<file path="config.mk">
export PLATFORM = sky130hd
export DESIGN_NAME = z80_screen_read_responder
export DESIGN_NICKNAME = d
export VERILOG_FILES = /design/src/rtl/z80_screen_read_responder.sv
export SDC_FILE = /design/constraint.sdc
export NUM_CORES = 1
export LEC_CHECK = 0
export BUFFER_PORTS_ARGS = -buffer_cell sky130_fd_sc_hd__buf_4
export CORE_MARGIN = 4
export CORE_UTILIZATION = 45
export DETAILED_ROUTE_END_ITERATION = 6
export PLACE_DENSITY = 0.69
export SKIP_CTS_REPAIR_TIMING = 1
export SLEW_MARGIN = 25
export SYNTH_ARGS = -nofsm -noshare
export SYNTH_HDL_FRONTEND = slang
export SYNTH_SLANG_ARGS = --single-unit
</file>
<file path="constraint.sdc">
create_clock -name CLK -period 2.5 [get_ports CLK]
set_input_delay 0.375 -clock CLK [delete_from_list [all_inputs] [get_ports CLK]]
set_output_delay 0.375 -clock CLK [all_outputs]
set_load 0.01 [all_outputs]
</file>
<file path="src/rtl/z80_screen_read_responder.sv">
// Z80 read responder for the screen RAM window: synchronises the Z80 strobes, fetches the
// addressed byte from the shared screen memory and drives it onto the data bus while /RD is held.
module z80_screen_read_responder #(
    parameter int unsigned SYNC_STAGES = 2,
    parameter logic [15:0] BASE_ADDR   = 16'h4000,
    parameter logic [15:0] TOP_ADDR    = 16'h5AFF,
    parameter int unsigned RAM_LATENCY = 1
) (
    input  logic        CLK,
    input  logic        RESET,
    input  logic [15:0] A,
    input  logic        MREQ,
    input  logic        RD,
    input  logic        IORQ,
    input  logic        M1,
    output logic [12:0] MEM_ADDR,
    output logic        MEM_RE,
    input  logic [7:0]  MEM_DATA,
    output logic [7:0]  D_OUT,
    output logic        D_DRIVE,
    output logic [15:0] HIT_COUNT
);

    typedef enum logic [1:0] {S_IDLE, S_FETCH, S_WAIT, S_DRIVE} state_t;

    state_t                 r_state;
    state_t                 w_state_nxt;
    logic [SYNC_STAGES-1:0] r_mreq_sync;
    logic [SYNC_STAGES-1:0] r_rd_sync;
    logic [SYNC_STAGES-1:0] r_iorq_sync;
    logic [SYNC_STAGES-1:0] r_m1_sync;
    logic [15:0]            r_a_sync [SYNC_STAGES];
    logic                   r_rd_req_q;
    logic                   r_abort;
    logic                   r_drive_q;
    logic [1:0]             r_lat_cnt;
    logic [12:0]            r_mem_addr;
    logic                   r_mem_re;
    logic [7:0]             r_d_out;
    logic [15:0]            r_hit_count;

    logic [15:0] w_a_s;
    logic        w_rd_req;
    logic        w_req_edge;
    logic        w_in_window;
    logic        w_lat_done;
    logic        w_start;
    logic        w_capture;
    logic        w_drive_nxt;
    logic        w_hit_inc;

    always_ff @(posedge CLK) begin
        if (RESET) begin
            r_mreq_sync <= '1;
            r_rd_sync   <= '1;
            r_iorq_sync <= '1;
            r_m1_sync   <= '1;
            for (int unsigned i = 0; i < SYNC_STAGES; i++) r_a_sync[i] <= '0;
        end else begin
            r_mreq_sync <= {r_mreq_sync[SYNC_STAGES-2:0], MREQ};
            r_rd_sync   <= {r_rd_sync[SYNC_STAGES-2:0], RD};
            r_iorq_sync <= {r_iorq_sync[SYNC_STAGES-2:0], IORQ};
            r_m1_sync   <= {r_m1_sync[SYNC_STAGES-2:0], M1};
            r_a_sync[0] <= A;
            for (int unsigned i = 1; i < SYNC_STAGES; i++) r_a_sync[i] <= r_a_sync[i-1];
        end
    end

    // Interrupt acknowledge (/M1 & /IORQ) is excluded explicitly, not only via the IORQ term.
    assign w_a_s       = r_a_sync[SYNC_STAGES-1];
    assign w_rd_req    = ~r_mreq_sync[SYNC_STAGES-1] & ~r_rd_sync[SYNC_STAGES-1]
                       & r_iorq_sync[SYNC_STAGES-1]
                       & ~(~r_m1_sync[SYNC_STAGES-1] & ~r_iorq_sync[SYNC_STAGES-1]);
    assign w_req_edge  = w_rd_req & ~r_rd_req_q;
    assign w_in_window = (w_a_s >= BASE_ADDR) && (w_a_s <= TOP_ADDR);
    assign w_lat_done  = (r_lat_cnt == 2'(RAM_LATENCY - 1));

    always_ff @(posedge CLK) begin
        if (RESET) r_state <= S_IDLE;
        else       r_state <= w_state_nxt;
    end

    always_comb begin
        w_state_nxt = r_state;
        case (r_state)
            S_IDLE:  if (w_start) w_state_nxt = S_FETCH;
            S_FETCH: if (w_lat_done) w_state_nxt = S_WAIT;
            S_WAIT:  w_state_nxt = w_capture ? S_DRIVE : S_IDLE;
            S_DRIVE: if (!w_rd_req) w_state_nxt = S_IDLE;
            default: w_state_nxt = S_IDLE;
        endcase
    end

    always_comb begin
        w_start     = (r_state == S_IDLE) && w_req_edge && w_in_window;
        w_capture   = (r_state == S_WAIT) && !r_abort && w_rd_req;
        w_drive_nxt = w_capture || ((r_state == S_DRIVE) && w_rd_req);
        w_hit_inc   = (r_state == S_DRIVE) && !w_rd_req;
    end

    always_ff @(posedge CLK) begin
        if (RESET) begin
            r_rd_req_q  <= 1'b0;
            r_abort     <= 1'b0;
            r_drive_q   <= 1'b0;
            r_lat_cnt   <= '0;
            r_mem_addr  <= '0;
            r_mem_re    <= 1'b0;
            r_d_out     <= '0;
            r_hit_count <= '0;
        end else begin
            r_rd_req_q <= w_rd_req;
            r_mem_re   <= w_start;
            r_drive_q  <= w_drive_nxt;
            if (w_start) begin
                r_mem_addr <= w_a_s[12:0] - BASE_ADDR[12:0];
                r_lat_cnt  <= '0;
                r_abort    <= 1'b0;
            end else begin
                if (r_state == S_FETCH) r_lat_cnt <= r_lat_cnt + 2'd1;
                if ((r_state == S_FETCH || r_state == S_WAIT) && !w_rd_req) r_abort <= 1'b1;
            end
            if (w_capture) r_d_out <= MEM_DATA;
            if (w_hit_inc) r_hit_count <= r_hit_count + 16'd1;
        end
    end

    // Raw strobes gate the output so the bus is released as soon as the Z80 ends the cycle.
    assign D_DRIVE   = r_drive_q & ~MREQ & ~RD;
    assign MEM_ADDR  = r_mem_addr;
    assign MEM_RE    = r_mem_re;
    assign D_OUT     = r_d_out;
    assign HIT_COUNT = r_hit_count;

endmodule

</file>
==> flow_metrics.env, run 1 <==
export IMPL_io_buffers=67
export IMPL_yosysTopAreaCellShare=0.576
export IMPL_areaGrowthSynthToFinish_pct=26.3
export IMPL_crit_slowest_cell="or4b_1"
export IMPL_place_gp_congestion=0.781
export IMPL_setup_viol=0
export IMPL_cp_endpoint="r_state[1]$_SDFFE_PP0P_"
export IMPL_hold_path_class="in2reg"
export IMPL_fmax_mhz=499
export IMPL_num_io_pins=69
export IMPL_timing_final_ws_setup_ns=0.498
export IMPL_cts_made_buffers=9
export IMPL_dp_cells=408
export IMPL_ir_worst_vdd_v=0.000561
export IMPL_synth_seq_area_share=0.576
export IMPL_detail_route_wl_per_cell_microns=12.8
export IMPL_place_hpwl_microns=3790
export IMPL_synth_common_cells="83 x dfxtp_1, 37 x nor2b_1, 20 x a21oi_1"
export IMPL_crit_family="simple AND/OR/NAND/NOR gates"
export IMPL_synth_fp_nets=311
export IMPL_synth_largest_area_cell="dfxtp_1"
export IMPL_drt_pass1_iterations=4
export IMPL_path_depth=6
export IMPL_drc_errors=0
export IMPL_ys_types=45
export IMPL_drv_cap=0
export IMPL_slew_headroom=0.508
export IMPL_power_leakage_uw=0.00150
export IMPL_timing_final_hold_violations=0
export IMPL_syn_mean_instance_area_sq_um=10.5
export IMPL_drive_gt1_frac=0.287
export IMPL_worstSkewPairLatency_ns=0.35
export IMPL_worst_slew_pin_slew_ns=0.736
export IMPL_numClockSinks=83
export IMPL_cts_tree="done"
export IMPL_reg2reg_slack_ns=0.50
export IMPL_hold_ws_ns=0.206
export IMPL_critPathRequiredTime_ns=2.75
export IMPL_ff2ff_path_depth=6
export IMPL_synth_cell_area_sq_um=2880
export IMPL_grt_max_degree=35
export IMPL_core_sq_um=6060
export IMPL_diodes=0
export IMPL_cts_root_buf="clkbuf_8"
export IMPL_critPathMaxFanout=11
export IMPL_drt_wl_total_microns=5430
export IMPL_synth_edff_count=0
export IMPL_grt_antenna_before_repair=0
export IMPL_grt_pass1_vias=2053
export IMPL_critPathBufInv=1
export IMPL_dr_total_vias=2148
export IMPL_finalCritPeriodShare=0.801
export IMPL_crit_type="reg2reg"
export IMPL_htree_levels=3
export IMPL_grt_pass1_wl_microns=8960
export IMPL_pwr_density_cell_nw_per_um2=655
export IMPL_rows=28
export IMPL_overflow=0
export IMPL_rsz0062_at_grt="false"
export IMPL_num_fill_cells=538
export IMPL_synth_area_leaders="dfxtp_1 58%, nor2b_1 8.0%, a22o_1 3.9%"
export IMPL_dieArea_sq_um=7750
export IMPL_yosys_register_bits=83
export IMPL_crit_path_max_incr_delay_ns=0.46
export IMPL_crit_chain="inv_1 > ha_1 > nor2b_1 > nand2_1 > or4b_1 > a31o_1"
export IMPL_synth_most_common_cell="dfxtp_1"
export IMPL_drt_initial_drc_count=111
export IMPL_fp_dieW_microns=88.0
export IMPL_drt_antenna_violating_nets=0
export IMPL_preCtsSetupSlack_ns=0.496
export IMPL_via_per_inst=5.07
export IMPL_initial_core_util=0.476
export IMPL_syn_inst=275
export IMPL_drv_slew=0
export IMPL_critPathLaunch="r_state[0]$_SDFFE_PP0P_"
export IMPL_final_area_sq_um=3640
export IMPL_path_clk_slew_ns=0.09
export IMPL_yosysWarnings=0
export IMPL_place_area_sq_um=3450
export IMPL_synth_main_ff_cell="dfxtp_1"
export IMPL_status="complete, no violations"
export IMPL_startpoint_type="flip-flop"
export IMPL_die_height_microns=88.0
export IMPL_async_reset_ff_frac=0
export IMPL_fin_nets=380
export IMPL_arrival_ns=2.25
export IMPL_layoutNonFillerInstCount=424
export IMPL_fin_skew_ns=0.00842
export IMPL_grt_total_usage=0.148
export IMPL_cts_path_max_buffers=2
export IMPL_r2r_start="r_state[0]$_SDFFE_PP0P_"
export IMPL_finalSetupTns_ns=0
export IMPL_worstReg2RegEnd="r_state[1]$_SDFFE_PP0P_"
export IMPL_crit_path_end_kind="flip-flop"
export IMPL_finalCriticalPeriod_ns=2.00
kinds of logic after synthesis:
| logic type | share of synthesized area |
|---|---|
| flip-flops | 0.576 |
| multiplexers | 0.00347 |
| XOR/XNOR | 0.0273 |
| AO/OA/AOI/OAI | 0.112 |
| adder cells (fa/ha/maj) | 0.0260 |
| buffers and inverters | 0.0286 |
| AND/OR/NAND/NOR | 0.227 |
registers in the layout, indices dropped and copies added (netlist names):
name	cells
MEM_ADDR	13
r_a_sync	32
r_rd_req_q	1
r_abort	1
MEM_RE	1
r_drive_q	1
r_state	2
r_rd_sync	2
r_mreq_sync	2
r_iorq_sync	2
D_OUT	8
HIT_COUNT	16
r_lat_cnt	2
routing by layer:
layer,routed length (microns),GRT usage,part of all wire,vias to the layer above
li1,-,-,-,1080
met1,2320,0.168,0.43,991
met2,2560,0.251,0.47,69
met3,483,0.0640,0.089,8
met4,70,0.0495,0.013,0
met5,0,0,0,-
layout make-up:
| type | count | area, sq um | area share |
|---|---|---|---|
| Timing Repair Buffer | 72 | 541 | 0.148 |
| Inverter | 4 | 15.0 | 0.00412 |
| Sequential cell | 83 | 1660 | 0.456 |
| Clock buffer | 9 | 124 | 0.0340 |
| Clock inverter | 7 | 68.8 | 0.0189 |
| Tap cell | 75 | 93.8 | 0.0258 |
| Multi-Input combinational cell | 174 | 1140 | 0.313 |
how the worst min path moves through the flow:
stage,from,to,slack (ns),depth (start not counted)
after floorplan,r_iorq_sync[0]$_SDFF_PP1_,r_iorq_sync[1]$_SDFF_PP1_,0.39,1
after global placement,r_iorq_sync[0]$_SDFF_PP1_,r_iorq_sync[1]$_SDFF_PP1_,0.39,1
after global routing,IORQ,r_iorq_sync[0]$_SDFF_PP1_,0.18,2
final,IORQ,r_iorq_sync[0]$_SDFF_PP1_,0.21,2
after detailed placement,r_iorq_sync[0]$_SDFF_PP1_,r_iorq_sync[1]$_SDFF_PP1_,0.40,1
after CTS,IORQ,r_iorq_sync[0]$_SDFF_PP1_,0.19,2
metrics by stage:
stage | total power [uW] | utilization
floorplan | 1450 | -
global placement | 1500 | 0.569
detailed placement | 1500 | 0.569
CTS | 2420 | 0.601
global route | 2490 | 0.601
finish | 2390 | 0.601
power breakdown:
part	internal (uW)	switching [uW]	total, uW
Combinational	57.4	43.0	100
Clock	392	530	922
Sequential	1350	11.0	1370
placed cells by master, fill, tap and decap left out, drive strengths merged, types with 6 or more instances in the layout:
master and n:
nand2 18, ha 6, clkbuf 9, nand3 13, or2 6, xor2 7, dfxtp 83, a21oi 20
nor2b 37, a22o 13, nor2 10, buf 72, inv 9
Power figures use the tool's default switching activity.
==> inputs of run 2 (changes only) <==
==> constraint.sdc (replaced) <==
create_clock -name CLK -period 2 [get_ports CLK]
set_input_delay 0.3 -clock CLK [delete_from_list [all_inputs] [get_ports CLK]]
set_output_delay 0.3 -clock CLK [all_outputs]
set_load 0.01 [all_outputs]
==> flow_metrics.env, run 2 (same netlist as run 1, synthesis figures left out) <==
export IMPL_grt_antenna_before_repair=0
export IMPL_drt_antenna_violating_nets=0
export IMPL_dr_total_vias=2131
export IMPL_drc_errors=0
export IMPL_cts_path_max_buffers=2
export IMPL_layout_commonest_cell="dfxtp_1"
export IMPL_drt_initial_drc_count=102
export IMPL_drt_pass1_iterations=4
export IMPL_crit_type="reg2reg"
export IMPL_drv_cap=0
export IMPL_io_buffers=67
export IMPL_rows=28
export IMPL_finalSetupTns_ns=0
export IMPL_clkPwrFrac=0.394
export IMPL_worstReg2RegEnd="HIT_COUNT[15]$_SDFFE_PP0P_"
export IMPL_overflow=0
export IMPL_worstSkewPairLatency_ns=0.35
export IMPL_numClockSinks=83
export IMPL_power_leakage_uw=0.00154
export IMPL_critPathMaxFanout=6
export IMPL_mostFrequentLayoutCells="83 x dfxtp_1, 79 x buf_4, 37 x nor2b_1"
export IMPL_core_sq_um=6060
export IMPL_net_switching_power_uw=674
export IMPL_place_hpwl_microns=3730
export IMPL_htree_levels=3
export IMPL_fp_dieW_microns=88.0
export IMPL_grt_pass1_vias=2040
export IMPL_crit_path_end_kind="flip-flop"
export IMPL_grt_max_degree=39
export IMPL_diodes=0
export IMPL_critPathRequiredTime_ns=2.28
export IMPL_drive_gt1_frac=0.301
export IMPL_fmax_mhz=530
export IMPL_hold_path_class="in2reg"
export IMPL_pwr_density_cell_nw_per_um2=818
export IMPL_p_int_uw=2350
export IMPL_setup_viol=0
export IMPL_initial_core_util=0.476
export IMPL_cts_tree="done"
export IMPL_die_height_microns=88.0
export IMPL_worst_slew_pin_slew_ns=0.361
export IMPL_seqCellArea_sq_um=1660
export IMPL_slew_headroom=0.753
export IMPL_path_clk_slew_ns=0.09
export IMPL_rsz0062_at_grt="false"
export IMPL_grt_pass1_wl_microns=9110
export IMPL_largest_register="r_a_sync"
export IMPL_critPathLaunch="r_state[0]$_SDFFE_PP0P_"
export IMPL_drv_slew=0
export IMPL_cts_root_buf="clkbuf_8"
export IMPL_place_gp_congestion=0.782
export IMPL_timing_final_hold_violations=0
export IMPL_multi_input_area_sq_um=1140
export IMPL_grt_total_usage=0.151
export IMPL_ff2ff_path_depth=5
export IMPL_via_per_inst=4.94
export IMPL_detail_route_wl_per_cell_microns=12.5
export IMPL_seq_power_share=0.563
export IMPL_switching_share=0.223
export IMPL_fin_skew_ns=0.00721
export IMPL_num_fill_cells=539
export IMPL_finalCriticalPeriod_ns=1.89
export IMPL_startpoint_type="flip-flop"
export IMPL_r2r_start="r_state[0]$_SDFFE_PP0P_"
export IMPL_cp_endpoint="HIT_COUNT[15]$_SDFFE_PP0P_"
export IMPL_power_uw=3030
export IMPL_ir_worst_vdd_v=0.000714
export IMPL_combPwrFrac=0.043
export IMPL_num_io_pins=69
export IMPL_reg2reg_slack_ns=0.11
export IMPL_areaGrowthSynthToFinish_pct=28.4
export IMPL_dieArea_sq_um=7750
export IMPL_status="complete, no violations"
export IMPL_drt_wl_total_microns=5390
export IMPL_arrival_ns=2.17
export IMPL_finalCritPeriodShare=0.944
export IMPL_fin_nets=387
export IMPL_cts_made_buffers=9
export IMPL_largest_reg_flops=32
==> run 2: worst min-delay path by stage <==
stage	end	startpoint	cells after the start	slack [ns]
2_1_floorplan	r_rd_req_q$_SDFF_PP0_	RESET	1	0.38
3_3_place_gp	r_iorq_sync[1]$_SDFF_PP1_	r_iorq_sync[0]$_SDFF_PP1_	1	0.39
3_5_place_dp	r_iorq_sync[1]$_SDFF_PP1_	r_iorq_sync[0]$_SDFF_PP1_	1	0.39
4_1_cts	r_iorq_sync[0]$_SDFF_PP1_	IORQ	2	0.12
5_1_grt	r_iorq_sync[0]$_SDFF_PP1_	IORQ	2	0.12
6_report	r_iorq_sync[0]$_SDFF_PP1_	IORQ	2	0.13
==> run 2: layer usage <==
layer,vias up,GRT usage,routed length [microns]
li1,1099,-,-
met1,969,0.175,2450
met2,53,0.248,2390
met3,10,0.0536,436
met4,0,0.0742,103
met5,-,0,0
==> run 2: worst max-delay path, stage by stage, from the launching register on <==
cell and delay [ns]:
dfxtp_1 0.35, ha_1 0.31, nand4_4 0.13, or4_4 0.54
or3_1 0.36, a21oi_1 0.13
==> run 2: power groups by stage <==
stage	Sequential, uW	Combinational [uW]	Clock [uW]
after global placement	1740	129	0
after floorplan	1740	71.0	0
after global routing	1710	146	1290
after detailed placement	1740	132	0
final	1700	130	1190
after CTS	1700	133	1220
==> run 2: area by class of cell <==
| cell class | count | area share |
|---|---|---|
| clock buffers | 9 | 0.0335 |
| flip-flops and latches | 83 | 0.449 |
| well taps | 75 | 0.0254 |
| inverters | 4 | 0.00406 |
| clock inverters | 7 | 0.0203 |
| multi-input cells | 174 | 0.308 |
| repair buffers | 79 | 0.160 |
==> run 2: per-stage QoR <==
step | area, sq um | utilization | hold WS, ns | setup WS [ns] | cells
finish | 3700 | 0.611 | 0.132 | 0.112 | 431
detailed placement | 3500 | 0.578 | 0.395 | 0.137 | 415
CTS | 3700 | 0.611 | 0.117 | 0.103 | 431
floorplan | 2880 | - | 0.380 | 0.158 | 275
global placement | 3500 | 0.578 | 0.392 | 0.166 | 415
global route | 3700 | 0.611 | 0.119 | 0.0210 | 431
